### src/rtl/ahb_rr_arbiter.sv
// ahb_rr_arbiter
//   Round-robin bus arbiter for CHANNEL_NUM requesters. An owner keeps the
//   bus until a transfer completes (hready high) that is either flagged as
//   the last of its burst or no longer requested. On release the next winner
//   is granted at the same edge, scanning from the channel after the owner.
//
// Ports
//   HCLK       in   clock, all state changes on the rising edge
//   HRESETn    in   asynchronous active-low reset
//   req        in   [CHANNEL_NUM]  per-channel request (level)
//   xfer_last  in   [CHANNEL_NUM]  per-channel last-transfer-of-burst flag
//   hready     in   transfer-complete qualifier
//   sel        out  [CHANNEL_NUM]  registered one-hot grant, zero = no owner
//   grant_idx  out  [IDX_W]        binary index of the granted channel
//   busy       out  high while a channel owns the bus
module ahb_rr_arbiter #(
  parameter int CHANNEL_NUM = 7,
  localparam int IDX_W = (CHANNEL_NUM > 1) ? $clog2(CHANNEL_NUM) : 1
) (
  input  logic                   HCLK,
  input  logic                   HRESETn,
  input  logic [CHANNEL_NUM-1:0] req,
  input  logic [CHANNEL_NUM-1:0] xfer_last,
  input  logic                   hready,
  output logic [CHANNEL_NUM-1:0] sel,
  output logic [IDX_W-1:0]       grant_idx,
  output logic                   busy
);

  localparam logic [0:0] IDLE  = 1'b0;
  localparam logic [0:0] OWNED = 1'b1;

  logic [0:0]             state;
  logic [IDX_W-1:0]       ptr;
  logic                   release_now;
  logic [IDX_W-1:0]       next_ptr;
  logic [IDX_W-1:0]       scan_base;
  logic                   found;
  logic [IDX_W-1:0]       win_idx;
  logic [CHANNEL_NUM-1:0] win_onehot;
  int                     cand;
  logic [IDX_W-1:0]       cand_idx;

  // The owner lets go only on a completed transfer that ends its burst or
  // that it no longer wants.
  assign release_now = (state == OWNED) && hready &&
                       (xfer_last[grant_idx] || !req[grant_idx]);

  // Pointer after a release: one past the owner, wrapping to channel 0.
  assign next_ptr = (grant_idx == IDX_W'(CHANNEL_NUM - 1)) ? '0
                                                          : grant_idx + IDX_W'(1);

  // On release the scan starts from the updated pointer so the releasing
  // owner is considered last.
  assign scan_base = release_now ? next_ptr : ptr;

  always_comb begin
    found      = 1'b0;
    win_idx    = '0;
    win_onehot = '0;
    cand       = 0;
    cand_idx   = '0;
    for (int i = 0; i < CHANNEL_NUM; i++) begin
      cand = int'(scan_base) + i;
      if (cand >= CHANNEL_NUM) cand = cand - CHANNEL_NUM;
      cand_idx = IDX_W'(cand);
      if (!found && req[cand_idx]) begin
        found   = 1'b1;
        win_idx = cand_idx;
      end
    end
    win_onehot[win_idx] = 1'b1;
  end

  always_ff @(posedge HCLK or negedge HRESETn) begin
    if (!HRESETn) begin
      state     <= IDLE;
      ptr       <= '0;
      sel       <= '0;
      grant_idx <= '0;
    end else begin
      case (state)
        IDLE: begin
          if (found) begin
            state     <= OWNED;
            sel       <= win_onehot;
            grant_idx <= win_idx;
          end
        end
        OWNED: begin
          if (release_now) begin
            ptr <= next_ptr;
            if (found) begin
              sel       <= win_onehot;
              grant_idx <= win_idx;
            end else begin
              // grant_idx keeps the last owner while idle
              state <= IDLE;
              sel   <= '0;
            end
          end
        end
        default: begin
          state <= IDLE;
          sel   <= '0;
        end
      endcase
    end
  end

  assign busy = (state == OWNED);

endmodule

### config.mk
export PLATFORM = sky130hd
export DESIGN_NAME = ahb_rr_arbiter
export DESIGN_NICKNAME = d
export VERILOG_FILES = /design/src/rtl/ahb_rr_arbiter.sv
export SDC_FILE = /design/constraint.sdc
export NUM_CORES = 1
export LEC_CHECK = 0
export CAP_MARGIN = 20
export CORE_AREA = 2 2 71 73
export CTS_BUF_LIST = sky130_fd_sc_hd__clkbuf_2
export DETAILED_ROUTE_END_ITERATION = 6
export DIE_AREA = 0 0 73 75
export GPL_ROUTABILITY_DRIVEN = 0
export PLACE_DENSITY_LB_ADDON = 0.05
export SETUP_SLACK_MARGIN = 0.3
export SYNTH_ARGS = -nofsm -noshare
export SYNTH_HDL_FRONTEND = slang
export SYNTH_SLANG_ARGS = --single-unit
export TNS_END_PERCENT = 50
### constraint.sdc
create_clock -name HCLK -period 5.55 [get_ports HCLK]
set_input_delay 1.3875 -clock HCLK [delete_from_list [all_inputs] [get_ports HCLK]]
set_output_delay 1.3875 -clock HCLK [all_outputs]
set_load 0.05 [all_outputs]
==> metrics.md, run 1 <==
| Metric | Value |
|---|---|
| Outcome | complete, no violations |
| # DRC | 0 |
| Crit Path Class | in2reg |
| Drt initial violations | 431 |
| Crit path cell chain | clkbuf_2 -> mux2i_4 -> a2bb2oi_2 -> a221o_1 -> a21o_1 -> and2_4 -> inv_4 -> buf_6 -> buf_6 -> fa_2 -> buf_4 -> nor2_1 -> a31o_1 -> o2111ai_2 -> o211ai_2 -> nand4_4 -> nor4_2 -> buf_4 -> nor3_4 -> buf_4 -> a21o_1 |
| Area delta synth->final | 45.2% |
| Die area | 5480 um^2 |
| Top cell type's share of synthesized area | between 10% and 20% |
| Remaining Overflow, GRT | 0 |
| Synth Net Count | 368 |
| Root Driver | clkbuf_2 |
| Commonest cells post-synth | nor2_1, nand2_1, mux2i_1 |
| Antenna Cells | 0 |
| Die Ht | around 75 um |
| Min Tclk post-route | 5.21 ns |
| Cell Rows | 25 |
| M2 GR Usage | 61.0% |
| Relative slew slack | between 50 and 60% |
| CP max FO | 8 |
| Post-Syn Area | 2770 um^2 |
| Io pins | 28 |
| Vias in the first global route | 3,259 |
| Grt met3 use | 8.84% |
| Fin. Hold Viols | 0 |
| First-pass DRT Iterations | 5 |
| CTS H-Tree Depth | 1 |
| Slowest stage cell, crit path | nor4_2 |
| Final WL | 10,600 um |
| PortBufs | 27 |
| Crit. path cell count | 21 |
| Synth top area cells | dfrtp_1, mux2i_1, ha_1 |
| Max clock buf depth | 2 |
| Register-to-Register Path Depth | 20 |
| Final period utilization | 93.9% |
| TritonCTS buffer count | 3 |
| Clk slew on worst S/H paths | 0.17 ns |
| Fin Clk Skew | 0.0164 ns |
| Global-route wire length before repair | 15,800 um |
| Worst path arrival time | 5.47 ns |
| Cell Area, Placed | 3700 um^2 |
| Cell with the most instances after synthesis | nor2_1 |
| Gr usage total | 37.6% |
| Synth area leader | dfrtp_1 |
| CP bufs+invs | 7 |
| WP data required | between 5 and 6 ns |
| Mean Syn Cell Area | 8.16 um^2 |
| Die Wd | 73 um |
| DP Worst Slack | -0.349 ns |
| Clock sink total | 14 |
| Final WS setup | 0.339 ns |
| Wire per inst | 21.1 um |
| Largest net degree at the start of global routing | 17 |
| Initial antenna violation count | 0 |
| CP Capture Type | flop |
| Total number of vias | 3,472 |
| Met1 Resource Use GR | 47.8% |
| Nets | approximately 480 |
| Most Used Layer, Global Route | met2 |
| #FFs+latches synth | 14 |
| Hold path depth | 1 |
| Crit path launch type | input port |
| RSZ-0062 raised after global routing | true |
| Sequential area share after synthesis | 12.6% |
| Worst skew pair latency | 0.34 ns |
| Top cell by count, worst path | buf_4 |
| Layout cells sized above 1 | 47.4% |
| Fillers | 258 |
| EDFF count, synth | 0 |
| Final setup viols | 0 |
| Syn Inst Count | 340 |
| Worst-Margin Slew | 0.727 ns |
| Max-Cap Viols | 0 |
| Crit-path leading delay family | compound AO/OA/AOI/OAI gates |
| Distinct cells, synth | 84 |
| Ys async rst share | 100% |
| Final ANT Viol Nets | 0 |
| Core area | ~4700 um^2 |
| Slowest stage delay, CP | 0.44 ns |
| Worst Hold Class | reg2reg |
| TritonCTS clock tree | done |
| Max-slew violation count | 0 |
| Dpl hpwl | around 7500 um |
| Via density | 6.93 |
| Fmax | 0.192 GHz |
| Ys Warns | 0 |
| Starting Density | between 50% and 60% |
| Synth Flop Type | dfrtp_1 |
| Post-route design area | 4030 um^2 |
## layout make-up
type	instances	area (um^2)	area share (%)
Sequential cell	14	350	8.70
Multi-Input combinational cell	290	2570	63.9
Timing Repair Buffer	125	958	23.8
Inverter	14	58.8	1.46
Clock inverter	1	3.75	0.0932
Tap cell	54	67.6	1.68
Clock buffer	3	15.0	0.373
## cell usage in the layout (no fill, tap or decap), drive strengths merged, types with 5 or more instances in the layout
master / instances
o21ai: 15
nor3: 6
a21oi: 17
a31oi: 5
nor2b: 5
a21o: 5
nand4: 5
mux2: 8
ha: 10
inv: 13
and2: 11
clkbuf: 15
buf: 99
a31o: 5
nand2: 30
nand3: 16
a221oi: 5
clkdlybuf4s50: 13
mux2i: 24
o211ai: 11
dfrtp: 14
nand2b: 8
nor2: 32
## stage by stage
stage,utilization [%],instances,hold WS (ns),setup TNS (ns)
final,86.4,501,0.518,0
after global routing,86.4,501,0.536,0
after CTS,83.8,494,0.520,0
after detailed placement,79.3,479,0.477,-2.76
after global placement,79.3,479,0.472,-1.61
after floorplan,-,340,0.627,0
## state kept, by name, summed over array words and instances (netlist names)
signal	flops
sel	7
grant_idx	3
ptr	3
busy	1
## per-layer routing
layer | share of wire (%) | vias up
met5 | 0 | -
met4 | 5.1 | 0
met3 | 9.1 | 77
met2 | 46 | 258
met1 | 40 | 1629
li1 | - | 1508
## logic make-up (layout without fill, tap and decap cells)
logic type	after synthesis	after routing	synth area share, %
buf+inv	36	143	7.17
xor+xnor	4	4	1.26
mux	35	35	14.7
fa+ha+maj	11	11	5.23
compound gates	111	111	33.2
flops	14	14	12.6
simple gates	129	129	25.8
## path summary, 6_finish.rpt
kind / slack [ns] / endpoint / from
worst max-delay path: 0.34 / grant_idx[0]$_DFFE_PN0P_ / req[6]
worst min-delay path: 0.52 / sel[0]$_DFFE_PN0P_ / sel[0]$_DFFE_PN0P_
worst max register to register: 0.47 / grant_idx[0]$_DFFE_PN0P_ / grant_idx[1]$_DFFE_PN0P_
worst min register to register: 0.52 / sel[0]$_DFFE_PN0P_ / sel[0]$_DFFE_PN0P_
max in group asynchronous: 3.68 / sel[5]$_DFFE_PN0P_ / HRESETn
min in group asynchronous: 1.43 / sel[6]$_DFFE_PN0P_ / HRESETn
## timing repair
action / CTS / global route
setup buffers: 11 / 7
pin swaps: 28 / 32
endpoints found under the hold margin: 0 / 0
hold buffers: 0 / 0
setup endpoints to repair: 10 / 10
resized for setup: 42 / 52
Power of run 1 is left out: the tool's default activity adds up to more than one toggle a clock period on the data nets, which glitch-free logic cannot reach.
==> run 2, diff against run 1 <==
--- a/config.mk
+++ b/config.mk
@@ -11,7 +11,7 @@
 export DETAILED_ROUTE_END_ITERATION = 6
 export DIE_AREA = 0 0 73 75
 export GPL_ROUTABILITY_DRIVEN = 0
-export PLACE_DENSITY_LB_ADDON = 0.05
+export PLACE_DENSITY = 0.78
 export SETUP_SLACK_MARGIN = 0.3
 export SYNTH_ARGS = -nofsm -noshare
 export SYNTH_HDL_FRONTEND = slang
==> metrics.md, run 2 (synthesized netlist as in run 1, its figures left out) <==
| Metric | Value |
|---|---|
| Outcome | finished with violations |
| CP Capture Type | flop |
| Io pins | 28 |
| Fillers | 227 |
| Global-route wire length before repair | 16,400 um |
| Drt initial violations | approximately 720 |
| Dpl hpwl | 7670 um |
| Relative slew slack | 57.6% |
| Hold path depth | 1 |
| CP max FO | 8 |
| Max clock buf depth | 2 |
| Worst-Margin Slew | around 0.63 ns |
| Starting Density | 59.5% |
| Fin. Hold Viols | 0 |
| Failing checks | design-rule violations |
| Die area | 5480 um^2 |
| Biggest registers after layout | sel: 7 flops, grant_idx: 3 flops, ptr: 3 flops |
| TritonCTS buffer count | 3 |
| Slowest stage cell, crit path | a221o_1 |
| Root Driver | clkbuf_2 |
| Min Tclk post-route | 5.39 ns |
| Layout cells sized above 1 | 48.5% |
| Met1 Resource Use GR | 52.9% |
| Worst skew pair latency | just over 0.3 ns |
| Via density | 7.51 |
| Final WL | around 13,000 um |
| Die Wd | ~73 um |
| M2 GR Usage | 63.0% |
| Area of the multi-input gates | 2650 um^2 |
| Worst Hold Class | reg2reg |
| Crit path launch type | input port |
| Area delta synth->final | 48.2% |
| Die Ht | ~75 um |
| RSZ-0062 raised after global routing | true |
| Fin Clk Skew | 0.0178 ns |
| Vias in the first global route | 3,177 |
| TNS Setup | 0 ns |
| Crit-path leading delay family | compound AO/OA/AOI/OAI gates |
| CTS H-Tree Depth | 1 |
| Fmax | 0.186 GHz |
| Max-Cap Viols | 0 |
| # DRC | 2 |
| Initial antenna violation count | 0 |
| Nets | 474 |
| Final setup viols | 0 |
| Most frequent cells in the layout | buf_4, nor2_1, nand2_1 |
| Most flop-heavy register | sel |
| Grt met3 use | 5.35% |
| Cell Rows | 25 |
| WP data required | 5.79 ns |
| Final core utilization | 88.2% |
| Worst path arrival time | 5.63 ns |
| PortBufs | 27 |
| Largest net degree at the start of global routing | 17 |
| Crit Path Class | in2reg |
| Core area | 4660 um^2 |
| TritonCTS clock tree | done |
| Slowest stage delay, CP | around 0.34 ns |
| Clock sink total | 14 |
| Register Area | 350 um^2 |
| Clk slew on worst S/H paths | 0.13 ns |
| Crit path cell chain | clkbuf_2 -> mux2i_1 -> a22o_1 -> a221o_1 -> buf_4 -> nand4_1 -> and2_4 -> inv_2 -> ha_4 -> buf_4 -> nand2_1 -> nand2_1 -> a21oi_1 -> o22ai_1 -> mux2i_2 -> o221a_2 -> buf_4 -> nand4_1 -> a31oi_2 -> nor3_2 -> buf_4 -> nor3_4 -> a22o_1 |
| Wire per inst | 25.7 um |
| Most Used Layer, Global Route | met2 |
| Max reg flops | 7 |
| Max-slew violation count | 0 |
| Register-to-Register Path Depth | 22 |
| Gr usage total | 39.1% |
| First-pass DRT Iterations | 7 |
| Total number of vias | 3,747 |
| Antenna Cells | 0 |
| Final ANT Viol Nets | 0 |
| Top cell by count, worst path | buf_4 |
| Most common cell after layout, fill and taps aside | buf_4 |
| CP bufs+invs | 6 |
| Final period utilization | 97.1% |
| Remaining Overflow, GRT | 0 |
| Crit. path cell count | 23 |
| Worst Hold Slack | 0.526 ns |
[run 2: cell types whose count changed in the layout (fill, tap and decap cells not counted), moves of 2 or more]
cell and delta:
buf_12 +2, a21oi_4 +3, nor2_1 -2, a21oi_2 -3, buf_4 -4, nor2_2 +2
[run 2: path summary, 6_finish.rpt]
kind	start	end	slack, ns
setup / recovery	req[0]	sel[3]$_DFFE_PN0P_	0.16
hold / removal	sel[5]$_DFFE_PN0P_	sel[5]$_DFFE_PN0P_	0.53
setup reg to reg	grant_idx[1]$_DFFE_PN0P_	sel[3]$_DFFE_PN0P_	0.44
hold reg to reg	sel[5]$_DFFE_PN0P_	sel[5]$_DFFE_PN0P_	0.53
max in group asynchronous	HRESETn	sel[5]$_DFFE_PN0P_	3.68
min in group asynchronous	HRESETn	sel[6]$_DFFE_PN0P_	1.45
[run 2: cell type report]
| type | instances | share of cell area (%) |
|---|---|---|
| Multi-Input combinational cell | 290 | 64.3 |
| Timing Repair Buffer | 123 | 23.6 |
| Sequential cell | 14 | 8.52 |
| Tap cell | 54 | 1.64 |
| Inverter | 14 | 1.43 |
| Clock buffer | 3 | 0.365 |
| Clock inverter | 1 | 0.0913 |
[run 2: stage by stage]
step	std cells	instance area (um^2)	setup WS [ns]
global placement	474	3670	-0.216
finish	499	4110	0.163
global route	499	4110	0.112
floorplan	340	2950	0.266
detailed placement	474	3670	-0.363
CTS	486	3880	0.301
[run 2: routing by layer]
| metal | routed length [um] | part of all wire [%] |
|---|---|---|
| met3 | 1720 | 13 |
| met5 | 0 | 0 |
| met1 | 4520 | 35 |
| met2 | 5680 | 44 |
| met4 | 917 | 7.1 |
[run 2: what timing repair did]
action	4_1_cts	5_1_grt
buffers inserted	8	13
hold buffers	0	0
pin swaps	28	26
resized for setup	46	64
setup endpoints to repair	10	10
gates cloned	0	0
Power of run 2 is left out for the same reason.
==> run 3, diff against run 2 <==
--- a/config.mk
+++ b/config.mk
@@ -5,7 +5,7 @@
 export SDC_FILE = /design/constraint.sdc
 export NUM_CORES = 1
 export LEC_CHECK = 0
-export CAP_MARGIN = 20
+export CAP_MARGIN = 15
 export CORE_AREA = 2 2 71 73
 export CTS_BUF_LIST = sky130_fd_sc_hd__clkbuf_2
 export DETAILED_ROUTE_END_ITERATION = 6
==> results of run 3 <==
Final layout, timing and power as in run 2 (identical DEF).
Power of run 3 is left out for the same reason.
